$ cat config.mk
export PLATFORM = sky130hd
export DESIGN_NAME = mat_result_writer
export DESIGN_NICKNAME = d
export VERILOG_FILES = /design/src/rtl/mat_result_writer.sv
export SDC_FILE = /design/constraint.sdc
export NUM_CORES = 1
export LEC_CHECK = 0
export ABC_AREA = 1
export CAP_MARGIN = 20
export CORE_ASPECT_RATIO = 1.25
export CORE_MARGIN = 2
export CORE_UTILIZATION = 49
export DETAILED_ROUTE_END_ITERATION = 7
export GPL_ROUTABILITY_DRIVEN = 0
export HOLD_SLACK_MARGIN = 0.1
export PLACE_DENSITY = 0.84
export RECOVER_POWER = 25
export SETUP_SLACK_MARGIN = 0.3
export SKIP_LAST_GASP = 1
export SLEW_MARGIN = 20
export SYNTH_ARGS = -nofsm -noshare
export SYNTH_HDL_FRONTEND = slang
export SYNTH_SLANG_ARGS = --single-unit
$ cat constraint.sdc
create_clock -name clk -period 3.7 [get_ports clk]
set_clock_uncertainty 0.05 [all_clocks]
set_input_delay 0.555 -clock clk [delete_from_list [all_inputs] [get_ports clk]]
set_output_delay 0.555 -clock clk [all_outputs]
set_load 0.05 [all_outputs]
$ cat src/rtl/mat_result_writer.sv
// Collects NUM_RES MAC results per run, saturates each to OUT_W bits and
// writes it to the output memory one cycle after the controller's strobe.
module mat_result_writer #(
  parameter int IN_W    = 19,
  parameter int OUT_W   = 16,
  parameter int NUM_RES = 16,
  parameter int ADDR_W  = 4
) (
  input  logic                     clk,
  input  logic                     reset_n,
  input  logic                     start,
  input  logic                     wireOut,
  input  logic signed [IN_W-1:0]   mac_in,
  output logic                     wr_en,
  output logic [ADDR_W-1:0]        wr_addr,
  output logic signed [OUT_W-1:0]  wr_data,
  output logic [ADDR_W:0]          res_count,
  output logic                     busy,
  output logic                     done,
  output logic                     sat_flag,
  output logic                     overflow
);

  // state   | meaning
  // S_IDLE  | waiting for start; strobes ignored
  // S_COLLECT | accepting strobes until NUM_RES results are written
  // S_DONE  | run complete; held while start stays high
  typedef enum logic [1:0] {
    S_IDLE    = 2'd0,
    S_COLLECT = 2'd1,
    S_DONE    = 2'd2
  } state_t;

  localparam logic signed [IN_W-1:0] SAT_MAX  = IN_W'((2 ** (OUT_W - 1)) - 1);
  localparam logic signed [IN_W-1:0] SAT_MIN  = IN_W'(-(2 ** (OUT_W - 1)));
  localparam logic [ADDR_W:0]        RES_LAST = (ADDR_W + 1)'(NUM_RES);

  state_t                   r_state;
  logic                     r_wr_en;
  logic [ADDR_W-1:0]        r_wr_addr;
  logic signed [OUT_W-1:0]  r_wr_data;
  logic [ADDR_W:0]          r_res_count;
  logic                     r_busy;
  logic                     r_done;
  logic                     r_sat;
  logic                     r_ovf;

  logic                     w_clip_hi;
  logic                     w_clip_lo;
  logic                     w_full;
  logic signed [OUT_W-1:0]  w_sat_data;

  assign w_clip_hi = (mac_in > SAT_MAX);
  assign w_clip_lo = (mac_in < SAT_MIN);
  assign w_full    = (r_res_count == RES_LAST);

  always_comb begin
    w_sat_data = mac_in[OUT_W-1:0];
    if (w_clip_hi) begin
      w_sat_data = SAT_MAX[OUT_W-1:0];
    end else if (w_clip_lo) begin
      w_sat_data = SAT_MIN[OUT_W-1:0];
    end
  end

  always_ff @(posedge clk or negedge reset_n) begin
    if (!reset_n) begin
      r_state     <= S_IDLE;
      r_wr_en     <= 1'b0;
      r_wr_addr   <= '0;
      r_wr_data   <= '0;
      r_res_count <= '0;
      r_busy      <= 1'b0;
      r_done      <= 1'b0;
      r_sat       <= 1'b0;
      r_ovf       <= 1'b0;
    end else begin
      r_wr_en <= 1'b0;
      case (r_state)
        S_IDLE: begin
          if (start) begin
            r_state     <= S_COLLECT;
            r_busy      <= 1'b1;
            r_res_count <= '0;
            r_sat       <= 1'b0;
            r_ovf       <= 1'b0;
          end
        end
        S_COLLECT: begin
          // Leave one cycle after the last write so done trails it by one.
          if (w_full) begin
            r_state <= S_DONE;
            r_busy  <= 1'b0;
            r_done  <= 1'b1;
            if (wireOut) r_ovf <= 1'b1;
          end else if (wireOut) begin
            r_wr_en     <= 1'b1;
            r_wr_addr   <= r_res_count[ADDR_W-1:0];
            r_wr_data   <= w_sat_data;
            r_res_count <= r_res_count + 1'b1;
            if (w_clip_hi || w_clip_lo) r_sat <= 1'b1;
          end
        end
        S_DONE: begin
          if (wireOut) r_ovf <= 1'b1;
          if (!start) begin
            r_state <= S_IDLE;
            r_done  <= 1'b0;
          end
        end
        default: begin
          r_state <= S_IDLE;
          r_busy  <= 1'b0;
          r_done  <= 1'b0;
        end
      endcase
    end
  end

  assign wr_en     = r_wr_en;
  assign wr_addr   = r_wr_addr;
  assign wr_data   = r_wr_data;
  assign res_count = r_res_count;
  assign busy      = r_busy;
  assign done      = r_done;
  assign sat_flag  = r_sat;
  assign overflow  = r_ovf;

endmodule

Word level (Yosys, flattened, before mapping)

Cells that the tools add are included.

$add $sub $neg: 1
Magnitude comparators: 2
Eq/ne operators: 9
Mux-type cells: 27
Bitwise operators: 3
Reduce and logical (&&, ||, !) cells: 11

Operator list:

| operator                                                      | count |
|---|---|
| two-way mux 16 bit                                            | 2 |
| > comparator 19 x 16 -> 1 bit (second input constant)         | 1 |
| less-than comparator 19 x 16 -> 1 bit (second input constant) | 1 |
| two-way mux 5 bit                                             | 3 |
| AND reduction 3 bit                                           | 5 |
| two-way mux 1 bit                                             | 13 |
| != test 2 bit (second input constant)                         | 6 |
| one-hot mux 5 bit (2 select lines)                            | 1 |
| one-hot mux 1 bit (3 select lines)                            | 3 |
| two-way mux 2 bit                                             | 3 |
| one-hot mux 2 bit (3 select lines)                            | 1 |
| adder 5 x 1 -> 5 bit (second input constant)                  | 1 |
| equality test 5 bit (second input constant)                   | 1 |
| AND reduction 5 bit                                           | 1 |
| AND reduction 4 bit                                           | 1 |
| NOT 1 bit                                                     | 3 |
| nonzero test 3 bit                                            | 1 |
| equality test 2 x 1 -> 1 bit (second input constant)          | 1 |
| equality test 2 bit (second input constant)                   | 1 |
| logical NOT 2 bit                                             | 1 |
| one-hot mux 1 bit (2 select lines)                            | 1 |
| nonzero test 2 bit                                            | 1 |
| logical OR 1 bit                                              | 1 |

Register bits after elaboration: 32
Input bits: 23
Logic and storage cells: 62

Depth between registers and ports, before layout

Gate-level depths: netlist of run 1.

Word-level depth: 6
Gate-level depth with buffers: 10

Worst setup path after synthesis of run 1

OpenSTA, ideal clock, no wires.

Kind: register to register
Start: reg r_res_count[0], in the netlist res_count[0]
End: reg r_wr_addr[2], in the netlist wr_addr[2]
Setup time: 0.123 ns
Arrival time: 1.602 ns
Data required time: 3.527 ns
Setup slack: 1.925 ns
Stages on the path, launching flop included: 10
Buffers on the path: 1
Path through: dfrtp_1 inv_1 ha_1 nand2_1 inv_1 nand2_2 nand2_4 buf_4 o21ai_0 nand2_1

Longest elaborated chain between the ends: 3

Ends and longest elaborated chain:

| item                                 | line | text |
|---|---|---|
| from (decl)                          | 42   | `logic [ADDR_W:0] r_res_count;` |
| from (signal assigned)               | 100  | `r_res_count <= r_res_count + 1'b1;` |
| equality test 5 bit                  | 55   | `assign w_full = (r_res_count == RES_LAST);` |
| NOT 1 bit (no source line)           | n/a  |  |
| AND reduction 3 bit (no source line) | n/a  |  |
| to (signal assigned)                 | 98   | `r_wr_addr <= r_res_count[ADDR_W-1:0];` |
| to (decl)                            | 40   | `logic [ADDR_W-1:0] r_wr_addr;` |

Every way passes these cells.
A chain may end at the register's enable or synchronous reset.

==> results of run 1 <==
[worst min-delay path by stage]
stage | cells past startpoint | slack [ns] | startpoint | endpoint
after floorplan | 0 | 0.21 | reset_n | busy$_DFFE_PN0P_
after global placement | 2 | 0.41 | busy$_DFFE_PN0P_ | busy$_DFFE_PN0P_
after detailed placement | 2 | 0.41 | busy$_DFFE_PN0P_ | busy$_DFFE_PN0P_
after CTS | 2 | 0.43 | busy$_DFFE_PN0P_ | busy$_DFFE_PN0P_
after global routing | 2 | 0.44 | busy$_DFFE_PN0P_ | busy$_DFFE_PN0P_
final | 2 | 0.42 | busy$_DFFE_PN0P_ | busy$_DFFE_PN0P_
[state kept, by name, indices dropped and copies added, names as in the netlist]
register and cells:
busy 1, res_count 5, overflow 1, r_state 2, done 1, wr_en 1
wr_addr 4, sat_flag 1, wr_data 16
[placed cells by master (no fill, tap or decap), drive strengths merged]
cell           count
o21a               4
inv               14
nand4              1
o21ai             21
clkbuf             9
xor2               3
nand3b             1
dlygate4sd3        1
dfrtp             32
nand3             13
ha                 6
nand2             97
nor2               5
clkdlybuf4s50     51
[stage by stage]
step                      hold WS [ns]  std cells
after floorplan                  0.209        205
after global placement           0.407        287
after detailed placement         0.410        287
after CTS                        0.426        295
after global routing             0.444        295
final                            0.418        295
[cells by family after synthesis]
family                     synth area share
xor gates and xnor gates             0.0159
and+or+nand+nor                       0.302
adders and majority gates            0.0455
AOI/OAI and AO/OA                    0.0819
DFF                                   0.485
buffers and inverters                0.0697
[power by group]
group,switching (mW),internal [mW],leakage [nW]
Combinational,0.781,0.362,0.662
Sequential,0.0829,0.491,0.404
Clock,0.120,0.151,0.0455
[area by class of cell]
type	instances	area (µm²)
fillers	262	975
flip-flops and latches	32	801
multi-input cells	151	734
repair buffers	53	524
clock buffers	8	90.1
inverters	14	52.6
well taps	37	46.3
[routing by layer]
metal  vias to the layer above  part of all wire
met2                        41              0.52
met1                       657              0.42
met5                         -                 0
li1                        747                 -
met4                         0             0.015
met3                         4             0.044
==> flow_metrics.py, run 1 <==
metrics = {
    "cts": {
        "cts-buffers-inserted": 5,
        "clk_transition_reported_paths_ns": 0.06,
        "cts_setup_buffers": 0,
        "clock_tree_from_tritoncts": "yes",
        "post_cts_resized": 0,
        "clock_tree.root_cell": "sky130_fd_sc_hd__clkbuf_8",
        "cts_hold_buffers": 0,
        "clock_sinks": 32,
        "cts_max_path_buffers": 2,
        "cts_h_tree_depth": 2,
        "worstSkewPairLatency_ns": 0.28,
    },
    "die": {
        "design.die.area_um2": 3850,
        "core_region_area_um2": 3220,
        "initial_utilization": 0.512,
        "die_height_um": 68.9,
        "fp.dieW_um": 55.9,
        "ios": 53,
        "num_rows": 23,
    },
    "timing": {
        "period_share": 0.621,
        "finalSetupViolations": 0,
        "rsz0062_at_grt": "false",
        "hold_viol_final": 0,
        "setup_slack_ns": 1.40,
        "fin_setup_tns_ns": 0,
        "tightest_slew_ns": 1.71,
        "maxSlewHeadroom": -0.141,
        "final_critical_path_required_period_ns": 2.30,
        "fmaxAchievable_mhz": 435,
        "timing_max_transition_violations_final": 33,
    },
    "critical_path": {
        "worstRegToRegCells": 6,
        "worstSetupStartpoint": "reset_n",
        "critPathSlowestCell": "sky130_fd_sc_hd__clkbuf_1",
        "critical_path.top_delay_family": "buffers and inverters",
        "crit_end": "wr_data[9]$_DFFE_PN0P_",
        "timing.critical_path.fanout_max": 32,
        "cp_slowest_stage_delay_ns": 1.23,
        "critPathArrivalTime_ns": 2.32,
        "critical_path_cell_count": 2,
        "critical_path_class": "in2async",
        "crit-reg2reg-launch": "r_state[1]$_DFFE_PN0P_",
        "timing.reg2reg.setup_slack_ns": 1.86,
        "critPathRequiredTime_ns": 3.72,
        "cp-end-kind": "async pin",
        "timing.rr.end": "wr_addr[3]$_DFFE_PN0P_",
        "crit_path_start_kind": "input pin",
        "critical_path.n_buffers_inverters": 2,
        "timing.critical_path.cells": "dlygate4sd3_1, clkbuf_1",
    },
    "placed_design": {
        "preCtsSetupSlack_ns": 1.69,
        "dpl.hpwl_mm": 2.49,
        "port-buffer-count": 52,
        "placement.cell_area_um2": 2160,
    },
    "drt": {
        "route.final.wire_length_mm": 3.59,
        "drtIter0Drc": 41,
        "drc": 0,
        "route.antenna.remaining_nets": 0,
        "vias": 1449,
        "vias_per_cell": 4.91,
        "drt_pass1_iterations": 4,
        "wire_per_inst_um": 12.2,
    },
    "synth": {
        "syn_area_um2": 1650,
        "mappedNetlistNets": 234,
        "post_synth.cell_area_avg_um2": 8.05,
        "yosys.area.top_type": "sky130_fd_sc_hd__dfrtp_1",
        "synth.top_cells.by_area": "sky130_fd_sc_hd__dfrtp_1 (49%), sky130_fd_sc_hd__nand2_1 (22%), sky130_fd_sc_hd__o21ai_0 (5.2%)",
        "async_flop_share": 1.00,
        "yosys_register_bits": 32,
        "synth_enable_flop_cells": 0,
        "synth_top_area_frac": 0.485,
        "syn_inst": 205,
        "netlist-cell-type-count": 24,
        "synth-main-ff-cell": "sky130_fd_sc_hd__dfrtp_1",
        "seq_area_frac_synth": 0.485,
        "ys_top_cells_by_count": "sky130_fd_sc_hd__nand2_1 (95), sky130_fd_sc_hd__dfrtp_1 (32), sky130_fd_sc_hd__o21ai_0 (17), sky130_fd_sc_hd__nand3_1 (13), sky130_fd_sc_hd__inv_1 (11)",
        "synthMostInstantiatedCell": "sky130_fd_sc_hd__nand2_1",
        "synthesis.yosys.warnings": 0,
    },
    "final_layout": {
        "finish.instance_area_um2": 2250,
        "drive_above_1_share": 0.0543,
        "areaGrowthSynthToFinish_pct": 36.2,
        "diodes": 0,
        "num-nets-final": 286,
        "post-route-util": 0.698,
    },
    "job": {
        "cap_violations": 1,
    },
    "pwr": {
        "powerDensity_nw_per_um2": 884,
        "vdd_drop_max_uv": 682,
        "power_mw": 1.99,
        "leakage_nw": 1.11,
    },
    "global_routing": {
        "globalRoute.totalOverflow": 0,
        "grt_util_all_layers": 0.201,
        "grt_first_pass_wirelength_mm": 5.87,
        "grt.met2_usage": 0.357,
        "antenna_found_initial": 0,
        "grt_most_used_layer": "met2",
        "grt_start_max_net_pins": 33,
        "use_met3": 0.0560,
        "groute.layer.met1.usage": 0.223,
        "grt_pass1_vias": 1355,
    },
    "outcome": {
        "run_status": "complete, but fails checks",
        "violated_checks": "max-capacitance violations, max-slew violations",
    },
    "min_path": {
        "hp-class": "reg2reg",
    },
}
Power figures use the tool's default switching activity.
==> inputs of run 2 (changes only) <==
- CORE_UTILIZATION: 49 -> 41
- PLACE_DENSITY: 0.84 -> 0.75
- clock period: 3.7 -> 2 ns (I/O delays scaled with it)
==> flow_metrics.py, run 2 (synthesis results as in run 1) <==
metrics = {
    "outcome": {
        "run_status": "finished clean",
    },
    "final_layout": {
        "layout.filler_cells": 352,
        "final_cell_mix": "sky130_fd_sc_hd__nand2_1 (95), sky130_fd_sc_hd__dfrtp_1 (29), sky130_fd_sc_hd__dlygate4sd2_1 (29)",
        "post-route-util": 0.610,
        "areaGrowthSynthToFinish_pct": 41.0,
        "drive_above_1_share": 0.0989,
        "diodes": 0,
        "final_standard_cell_count_with_taps_included_and_fillers_excluded": 317,
        "largest_register_ff_count": 16,
        "finish.instance_area_um2": 2330,
        "num-nets-final": 291,
        "layout.area.seq_um2": 805,
        "layout.cells.most_common": "sky130_fd_sc_hd__nand2_1",
        "multiInputGateArea_um2": 778,
    },
    "timing": {
        "fin_setup_tns_ns": 0,
        "final_critical_path_required_period_ns": 1.64,
        "rsz0062_at_grt": "true",
        "timing_max_transition_violations_final": 0,
        "fmaxAchievable_mhz": 609,
        "maxSlewHeadroom": 0.484,
        "holdWs_ns": 0.420,
        "finalSetupViolations": 0,
        "hold_viol_final": 0,
        "period_share": 0.822,
        "tightest_slew_ns": 0.774,
    },
    "global_routing": {
        "globalRoute.totalOverflow": 0,
        "grt_pass1_vias": 1396,
        "grt_first_pass_wirelength_mm": 6.27,
        "antenna_found_initial": 0,
        "grt_util_all_layers": 0.187,
        "grt_start_max_net_pins": 33,
    },
    "drt": {
        "drtIter0Drc": 46,
        "route.final.wire_length_mm": 3.82,
        "vias": 1491,
        "wire_per_inst_um": 12.1,
        "drt_pass1_iterations": 4,
        "route.antenna.remaining_nets": 0,
        "vias_per_cell": 4.70,
        "drc": 0,
    },
    "die": {
        "design.die.area_um2": 4550,
        "core_region_area_um2": 3820,
        "num_rows": 25,
        "die_height_um": 74.9,
        "initial_utilization": 0.432,
        "fp.dieW_um": 60.7,
        "ios": 53,
    },
    "cts": {
        "worstSkewPairLatency_ns": 0.28,
        "clock_sinks": 32,
        "clock_tree_from_tritoncts": "yes",
        "cts_hold_buffers": 0,
        "cts_setup_buffers": 0,
        "cts-buffers-inserted": 5,
        "cts_h_tree_depth": 2,
        "clk_transition_reported_paths_ns": 0.06,
        "clock_tree.root_cell": "sky130_fd_sc_hd__clkbuf_8",
        "cts_max_path_buffers": 2,
    },
    "job": {
        "cap_violations": 0,
    },
    "critical_path": {
        "critPathArrivalTime_ns": 1.29,
        "timing.rr.end": "wr_data[4]$_DFFE_PN0P_",
        "timing.critical_path.cells": "dlygate4sd2_1",
        "critical_path_class": "reg2out",
        "timing.reg2reg.setup_slack_ns": 0.41,
        "critical_path.top_delay_family": "buffers and inverters",
        "timing.critical_path.fanout_max": 5,
        "worstRegToRegCells": 9,
        "crit-reg2reg-launch": "res_count[0]$_DFFE_PN0P_",
        "critical_path.n_buffers_inverters": 1,
        "critPathRequiredTime_ns": 1.65,
        "cp-end-kind": "output pin",
        "cp_slowest_stage_delay_ns": 0.56,
        "crit_path_start_kind": "register",
        "critPathSlowestCell": "sky130_fd_sc_hd__dlygate4sd2_1",
    },
    "pwr": {
        "leakage_nw": 1.22,
        "vdd_drop_max_uv": 848,
        "powerDensity_nw_per_um2": 1600,
    },
    "placed_design": {
        "placement.cell_area_um2": 2210,
        "dpl.hpwl_mm": 2.59,
        "dp.cells": 307,
        "port-buffer-count": 52,
    },
    "min_path": {
        "hp-class": "reg2reg",
        "hold_end": "busy$_DFFE_PN0P_",
        "worst_hold_path_cell_count": 2,
        "worstHoldStart": "busy$_DFFE_PN0P_",
    },
}
-- run 2: stage by stage --
step	setup WS (ns)	power, mW
global route	0.294	3.97
finish	0.357	3.73
global placement	0.300	3.19
detailed placement	0.311	3.22
floorplan	0.395	2.55
CTS	0.302	3.65
-- run 2: power breakdown --
group	internal, mW	switching [mW]	total [mW]
combinational	0.575	1.49	2.07
clock	0.369	0.225	0.595
sequential	0.912	0.158	1.07
-- run 2: layout make-up --
| class | count | share of cell area |
|---|---|---|
| Clock buffer | 6 | 0.0312 |
| Multi-Input combinational cell | 153 | 0.334 |
| Clock inverter | 2 | 0.0151 |
| Tap cell | 54 | 0.0290 |
| Sequential cell | 32 | 0.346 |
| Inverter | 14 | 0.0226 |
| Timing Repair Buffer | 56 | 0.222 |
-- run 2: worst max path at each step --
stage,cells after the start,startpoint,end,slack (ns)
5_1_grt,9,res_count[0]$_DFFE_PN0P_,wr_data[3]$_DFFE_PN0P_,0.29
6_report,1,res_count[3]$_DFFE_PN0P_,res_count[3],0.36
2_1_floorplan,9,res_count[0]$_DFFE_PN0P_,wr_addr[2]$_DFFE_PN0P_,0.40
4_1_cts,6,r_state[1]$_DFFE_PN0P_,wr_addr[0]$_DFFE_PN0P_,0.30
3_3_place_gp,5,wireOut,wr_addr[1]$_DFFE_PN0P_,0.30
3_5_place_dp,5,wireOut,wr_addr[0]$_DFFE_PN0P_,0.31
-- run 2: metal layers --
metal  track usage  up-vias  wire [µm]
met4        0.0894        0         93
met2         0.299       39       1930
met3        0.0515        9        150
met5             0        -          0
li1              -      762          -
met1         0.233      681       1650
-- run 2: worst min-delay path: cells and delay by family, from the launching register on --
kind | cells | cell delay, ns
and+or+nand+nor | 2 | 0.10
DFF | 1 | 0.34
-- run 2: timing repair --
| action | CTS | global route |
|---|---|---|
| setup endpoints to repair | 29 | 26 |
| gates cloned | 0 | 2 |
| gates resized for setup | 29 | 17 |
| pin swaps | 0 | 2 |
